File: config.mk
export PLATFORM = sky130hd
export DESIGN_NAME = ysyx_22041207_axi_rd_bridge
export DESIGN_NICKNAME = d
export VERILOG_FILES = /design/src/rtl/ysyx_22041207_axi_pkg.sv /design/src/rtl/ysyx_22041207_rdata_align.sv /design/src/rtl/ysyx_22041207_axi_rd_bridge.sv
export SDC_FILE = /design/constraint.sdc
export NUM_CORES = 1
export LEC_CHECK = 0
export CAP_MARGIN = 20
export CORE_ASPECT_RATIO = 1.2
export CORE_MARGIN = 2
export CORE_UTILIZATION = 46
export DETAILED_ROUTE_END_ITERATION = 7
export PLACE_DENSITY = 0.87
export SKIP_LAST_GASP = 1
export SYNTH_ARGS = -nofsm -noshare
export SYNTH_HDL_FRONTEND = slang
export SYNTH_HIERARCHICAL = 1
export SYNTH_SLANG_ARGS = --single-unit
File: constraint.sdc
create_clock -name clk -period 2.6 [get_ports clk]
set_clock_uncertainty 0.05 [all_clocks]
set_input_delay 0.65 -clock clk [delete_from_list [all_inputs] [get_ports clk]]
set_output_delay 0.65 -clock clk [all_outputs]
set_load 0.02 [all_outputs]
File: src/rtl/ysyx_22041207_axi_pkg.sv
// Shared AXI4 read-bridge definitions: protocol constants, FSM state type and
// the byte-count to ARSIZE encoding.
package ysyx_22041207_axi_pkg;

  localparam logic [1:0] BURST_INCR  = 2'b01;
  localparam logic [1:0] RESP_OKAY   = 2'b00;
  localparam logic [1:0] RESP_EXOKAY = 2'b01;
  localparam logic [1:0] RESP_SLVERR = 2'b10;
  localparam logic [1:0] RESP_DECERR = 2'b11;

  typedef enum logic [1:0] {
    ST_IDLE = 2'd0,
    ST_AR   = 2'd1,
    ST_R    = 2'd2,
    ST_DONE = 2'd3
  } rd_state_e;

  // Unknown sizes fall back to a full 8-byte beat.
  function automatic logic [2:0] bytes_to_arsize(input logic [7:0] bytes);
    case (bytes)
      8'd1:    return 3'd0;
      8'd2:    return 3'd1;
      8'd4:    return 3'd2;
      default: return 3'd3;
    endcase
  endfunction

endpackage

File: src/rtl/ysyx_22041207_rdata_align.sv
// Combinational read-data aligner: shifts the beat down to the requested byte
// offset and zeroes every byte beyond the access size.
module ysyx_22041207_rdata_align #(
  parameter int DATA_W = 64
) (
  input  logic [DATA_W-1:0] beat_i,
  input  logic [2:0]        offset_i,
  input  logic [7:0]        size_i,
  output logic [DATA_W-1:0] data_o
);

  logic [DATA_W-1:0] shifted;
  logic [DATA_W-1:0] mask;

  always_comb begin
    shifted = beat_i >> {offset_i, 3'b000};
    case (size_i)
      8'd1:    mask = {{(DATA_W-8){1'b0}},  8'hFF};
      8'd2:    mask = {{(DATA_W-16){1'b0}}, 16'hFFFF};
      8'd4:    mask = {{(DATA_W-32){1'b0}}, 32'hFFFF_FFFF};
      default: mask = '1;
    endcase
    data_o = shifted & mask;
  end

endmodule

File: src/rtl/ysyx_22041207_axi_rd_bridge.sv
// Single-outstanding read bridge from the simple read interface to an AXI4
// master read channel; returns aligned, zero-masked data held until consumed.
module ysyx_22041207_axi_rd_bridge
  import ysyx_22041207_axi_pkg::*;
#(
  parameter int RW_DATA_WIDTH  = 64,
  parameter int RW_ADDR_WIDTH  = 64,
  parameter int AXI_DATA_WIDTH = 64,
  parameter int AXI_ADDR_WIDTH = 64,
  parameter int AXI_ID_WIDTH   = 4,
  parameter int AXI_USER_WIDTH = 1,
  parameter int AXI_ID         = 0
) (
  input  logic                      clk,
  input  logic                      rst_n,
  input  logic                      r_valid_i,
  output logic                      r_ready_o,
  input  logic [RW_ADDR_WIDTH-1:0]  r_addr_i,
  input  logic [7:0]                r_size_i,
  output logic [RW_DATA_WIDTH-1:0]  r_data_o,
  output logic                      r_data_valid_o,
  input  logic                      r_data_ready_i,
  output logic                      r_err_o,
  output logic                      axi_ar_valid_o,
  input  logic                      axi_ar_ready_i,
  output logic [AXI_ADDR_WIDTH-1:0] axi_ar_addr_o,
  output logic [AXI_ID_WIDTH-1:0]   axi_ar_id_o,
  output logic [7:0]                axi_ar_len_o,
  output logic [2:0]                axi_ar_size_o,
  output logic [1:0]                axi_ar_burst_o,
  output logic [AXI_USER_WIDTH-1:0] axi_ar_user_o,
  input  logic                      axi_r_valid_i,
  output logic                      axi_r_ready_o,
  input  logic [AXI_DATA_WIDTH-1:0] axi_r_data_i,
  input  logic [1:0]                axi_r_resp_i,
  input  logic                      axi_r_last_i,
  input  logic [AXI_ID_WIDTH-1:0]   axi_r_id_i,
  input  logic [AXI_USER_WIDTH-1:0] axi_r_user_i
);

  rd_state_e                state_q, state_d;
  logic [RW_ADDR_WIDTH-1:0] addr_q;
  logic [7:0]               size_q;
  logic [RW_DATA_WIDTH-1:0] data_q;
  logic [RW_DATA_WIDTH-1:0] aligned;
  logic                     err_q;
  logic                     beat_seen_q;
  logic                     accept;
  logic                     r_beat;
  logic                     unused_inputs;

  assign accept        = (state_q == ST_IDLE) && r_valid_i;
  assign r_beat        = (state_q == ST_R) && axi_r_valid_i;
  assign unused_inputs = ^{axi_r_id_i, axi_r_user_i, axi_r_resp_i[0]};

  ysyx_22041207_rdata_align #(
    .DATA_W (RW_DATA_WIDTH)
  ) u_align (
    .beat_i   (RW_DATA_WIDTH'(axi_r_data_i)),
    .offset_i (addr_q[2:0]),
    .size_i   (size_q),
    .data_o   (aligned)
  );

  always_ff @(posedge clk or negedge rst_n) begin
    if (!rst_n) begin
      state_q <= ST_IDLE;
    end else begin
      state_q <= state_d;
    end
  end

  // Only the first beat is captured; later beats of a burst merely add errors.
  always_ff @(posedge clk or negedge rst_n) begin
    if (!rst_n) begin
      addr_q      <= '0;
      size_q      <= '0;
      data_q      <= '0;
      err_q       <= 1'b0;
      beat_seen_q <= 1'b0;
    end else if (accept) begin
      addr_q      <= r_addr_i;
      size_q      <= r_size_i;
      err_q       <= 1'b0;
      beat_seen_q <= 1'b0;
    end else if (r_beat) begin
      beat_seen_q <= 1'b1;
      if (!beat_seen_q) data_q <= aligned;
      if (axi_r_resp_i[1]) err_q <= 1'b1;
    end
  end

  always_comb begin
    state_d        = state_q;
    r_ready_o      = 1'b0;
    r_data_o       = '0;
    r_data_valid_o = 1'b0;
    r_err_o        = 1'b0;
    axi_ar_valid_o = 1'b0;
    axi_ar_addr_o  = '0;
    axi_ar_id_o    = '0;
    axi_ar_len_o   = '0;
    axi_ar_size_o  = '0;
    axi_ar_burst_o = '0;
    axi_ar_user_o  = '0;
    axi_r_ready_o  = 1'b0;
    case (state_q)
      ST_IDLE: begin
        r_ready_o = 1'b1;
        if (r_valid_i) state_d = ST_AR;
      end
      ST_AR: begin
        axi_ar_valid_o = 1'b1;
        axi_ar_addr_o  = AXI_ADDR_WIDTH'(addr_q);
        axi_ar_id_o    = AXI_ID_WIDTH'(AXI_ID);
        axi_ar_size_o  = bytes_to_arsize(size_q);
        axi_ar_burst_o = BURST_INCR;
        if (axi_ar_ready_i) state_d = ST_R;
      end
      ST_R: begin
        axi_r_ready_o = 1'b1;
        if (axi_r_valid_i && axi_r_last_i) state_d = ST_DONE;
      end
      ST_DONE: begin
        r_data_valid_o = 1'b1;
        r_data_o       = data_q;
        r_err_o        = err_q;
        if (r_data_ready_i) state_d = ST_IDLE;
      end
      default: state_d = ST_IDLE;
    endcase
  end

endmodule
* Yosys cells after proc, flatten, opt, wreduce, memory -nomap -nowiden
Index checks and enable logic that the tools add are counted.
** Operators by class
- Equality and inequality tests :: 10
- Shifts and indexed selects :: 1
- Multiplexer cells :: 21
- Bitwise logic cells :: 3
- Reduce and logical (&&, ||, !) cells :: 9
** Operators with widths (number)
- one-hot mux 64 bit (3 select lines) :: 1
- 2-to-1 mux 64 bit :: 2
- AND 64 bit :: 1
- right shift 64 x 6 -> 64 bit :: 1
- 2-to-1 mux 1 bit :: 11
- 2-to-1 mux 2 bit :: 5
- == test 8 x 1 -> 1 bit (second input constant) :: 1
- == test 8 x 2 -> 1 bit (second input constant) :: 1
- == test 8 x 3 -> 1 bit (second input constant) :: 1
- one-hot mux 2 bit (4 select lines) :: 1
- != test 2 bit (second input constant) :: 3
- one-hot mux 2 bit (3 select lines) :: 1
- == test 2 bit (second input constant) :: 2
- AND reduction 4 bit :: 1
- nonzero test 2 bit :: 2
- logical AND 1 bit :: 3
- AND reduction 3 bit :: 1
- == test 2 x 1 -> 1 bit (second input constant) :: 1
- logical NOT 2 bit :: 1
- != test 2 x 1 -> 1 bit (second input constant) :: 1
- inverter 1 bit :: 2
- AND reduction 2 bit :: 1
** Storage, ports and cells
- Flip-flop bits (word level) :: 140
- Logic and storage cells :: 50

* Logic depth before layout (Yosys ltp)
- Depth after elaboration :: 4
- Gate-level depth with buffers :: 7
- Gate-level depth less buffers :: 5

* By module
Netlist, hierarchy kept.
** By module, submodules not included
- ysyx_22041207_axi_rd_bridge :: times used 1, cells each 477, area each 6565.0 um^2
- ysyx_22041207_rdata_align :: times used 1, cells each 255, area each 2034.5 um^2

* Least setup slack after synthesis
OpenSTA, ideal clock, no wires.
- Path kind :: reg-to-output
- Start :: register state_q[1]
- End :: output axi_ar_size_o[0]
- Data arrival time :: 1540 ps
- Required time :: 1900 ps
- Path slack :: 360 ps
- Cell stages (with the launch flop) :: 6
- Buffers on the path :: 2
- Cells stage by stage :: dfrtp_1 > inv_1 > ha_1 > buf_1 > clkbuf_1 > o31a_1
** Between the ends
- Cells in the longest elaborated chain, start to end :: 2
** Ends and longest elaborated chain
- start: declaration :: RTL line ysyx_22041207_axi_rd_bridge.sv:41 : rd_state_e state_q, state_d;
- start signal: assignment :: RTL line ysyx_22041207_axi_rd_bridge.sv:69 : state_q <= state_d;
- == test 2 x 1 -> 1 bit :: RTL line ysyx_22041207_axi_rd_bridge.sv:107 : case (state_q)
- 2-to-1 mux 2 bit :: RTL line ysyx_22041207_axi_rd_bridge.sv:107
- end: declaration :: RTL line ysyx_22041207_axi_rd_bridge.sv:29 : output logic [2:0] axi_ar_size_o,
No other way between the ends.

* Worst setup path after layout
- Start :: register state_q[0]
- End :: output r_data_o[56]
** Between the ends
- Cells in the longest elaborated chain, start to end :: 2
** Ends and longest elaborated chain
- == test 2 bit :: RTL line ysyx_22041207_axi_rd_bridge.sv:107
- 2-to-1 mux 64 bit :: RTL line ysyx_22041207_axi_rd_bridge.sv:107
- end: declaration :: RTL line ysyx_22041207_axi_rd_bridge.sv:20 : output logic [RW_DATA_WIDTH-1:0] r_data_o,
No other way between the ends.

==> metrics.txt <==
FF-to-FF Start=size_q[5]; most common cell after layout, fill and taps aside=clkdlybuf4s50_1; CP startpoint kind=flop; CTS buffer count=17; Port Buffers=279; nets=1153; clk buf depth=2; Syn-to-layout area delta=42.5%; clock slew at reported path FFs=0.06 ns; # DRC=0; Clock H-tree levels=4; Syn Inst Count=732; CTS tree=built; flops & latches, synth=140; Placement Rows=54; most frequent cells in the layout=clkdlybuf4s50_1 (143), dfrtp_1 (138), and2_1 (129); total gr overflow=0; Worst IR Drop VDD=0.613 mV; Hold Vio Cnt, Final=0; worst-path fanout max=34; Routed WL=27300 um; setup tns final=-1.07 ns; path depth of the worst reg2reg path=5; worst path required time=1.90 ns; Tcrit/Tclk final=105%; PwrDens=1150 nW/um2; largest net degree at the start of global routing=68; layout cells sized above 1=29.7%; Placeable Area=18200 um2; max_cap viols=0; Worst-Margin Slew=0.801 ns; Die ar.=19800 um2; unrepaired setup endpoints after global routing=yes; Post-Syn Area=8600 um2; Pre-Repair DR Iteration Count=6; leakage power=0.00614 uW; first-pass GRT wire length=41000 um; post-DP HPWL=19300 um; final RePlAce weighted congestion=0.946; Routed Antenna Nets=0; Post-CTS Setup Inserts=0; ant diodes=0; IO Count=301; crit end category=primary output; initial antenna violation count=1; cell count after placement=1202; Seq/Total Area, Yosys=40.7%; vias in the first global route=7412; Finished Layout Cells=1236; Final WS setup=-0.131 ns; Slew HR=46.5%; Final min period=2.73 ns; Root Buffer=clkbuf_16; chip height=154 um; reg2reg end=data_q[18]; DR WL/cell=22.1 um; DR iter-0 viols=645; Total GRT Usage=26.8%; total power=14100 uW; Netlist cell types=49; die width=129 um; Arr. time, crit path=2.03 ns; reg2reg setup slack=0.28 ns; vias=7099; Setup-failing EPs final=49; outcome=complete, but fails checks; Achievable Freq=0.366 GHz; Avg Inst Size Synth=11.7 um2; Hold Path Class=in2async; clock latency on the worst-skew pair=0.42 ns; fin. max-slew vios=0; YS warnings=6; Vias per Instance=5.74; failing checks=negative setup slack; CTS Sinks=140; minimum hold slack=0.148 ns; Setup CP Type=reg2out; Starting Density=47.1%; Critical Path Start=state_q[0]
[worst max-delay path by stage]
stage / cells after the start / endpoint
final: 4 / r_data_o[56]
after global routing: 4 / r_data_o[56]
after CTS: 4 / r_data_o[56]
after detailed placement: 5 / axi_ar_addr_o[61]
after global placement: 4 / data_q[1]
after floorplan: 5 / axi_ar_size_o[0]
[cells by family after synthesis]
group                      Yosys count  share of synthesized area, %
other                                1                        0.0436
muxes                              212                          31.2
and+or+nand+nor                    194                          13.3
buffers and inverters               79                          5.35
xor gates and xnor gates             4                         0.407
adders and majority gates            4                         0.582
DFF                                140                          40.7
AOI/OAI and AO/OA                   98                          8.38
[report_power, final]
group	total [uW]	internal, uW	switching, uW
registers	3870	3200	673
logic	7910	3910	4000
clock network	2330	1330	1000
total	14100	8430	5680
[flip-flops by register name, summed over array words and instances, names as in the netlist]
name	count
size_q	8
addr_q	64
err_q	1
beat_seen_q	1
state_q	2
data_q	64
[final cells by class]
| class | instances | area [um2] |
|---|---|---|
| fillers | 1311 | 5990 |
| repair buffers | 309 | 3180 |
| flip-flops and latches | 140 | 3510 |
| inverters | 4 | 15.0 |
| clock inverters | 12 | 116 |
| well taps | 224 | 280 |
| clock buffers | 20 | 437 |
| multi-input cells | 527 | 4720 |
[metrics by stage]
stage	cell area (um2)	util [%]	worst slack [ns]
after detailed placement	11600	63.7	0.155
after global routing	12300	67.2	-0.198
after floorplan	8650	-	0.360
after global placement	11600	63.7	0.178
after CTS	12100	66.5	-0.222
final	12300	67.2	-0.131
[worst max-delay path, cell delays in order, from the launching register on]
cell and delay [ns]:
dfrtp_2 0.43, ha_4 0.20, buf_12 0.17, and2_1 0.18, clkdlybuf4s50_1 0.61
[Yosys cell counts (all sizes together)]
master	number	share of area, %
a2111oi	9	0.99
a211oi	32	2.8
a21oi	17	0.99
a22oi	11	0.96
a2bb2oi	1	0.10
a31oi	1	0.073
a32oi	5	0.51
and2	129	9.4
and3b	2	0.20
and4b	1	0.12
buf	53	4.2
clkbuf	22	0.96
clkinv	1	0.044
conb	1	0.044
dfrtp	140	41
ha	4	0.58
inv	3	0.13
mux2	188	27
mux2i	16	1.9
mux4	8	2.1
nand2	20	0.90
nand2b	2	0.15
nand3	3	0.17
nor2	22	0.99
nor2b	6	0.44
nor3	2	0.17
nor4	2	0.32
o21ai	2	0.12
o21ba	3	0.35
o22a	5	0.51
o22ai	8	0.58
o2bb2ai	2	0.20
o31a	2	0.20
or2	3	0.22
or3b	1	0.10
or4	1	0.13
xnor2	4	0.41
[timing repair]
item	CTS	global route
resized for setup	93	65
setup endpoints to repair	123	116
hold buffers	0	0
endpoints found under the hold margin	0	0
gates cloned	1	1
[layer usage]
metal  up-vias  wire length, um  part of all wire (%)  track usage (%)
met5         -               11                 0.040                0
met4         2             1210                   4.4             12.5
met2       440            13100                    48             44.0
li1       3123                -                     -                -
met1      3454            10300                    38             32.2
met3        80             2640                   9.7             8.14
Note: power is estimated with default switching activity, not from simulation.
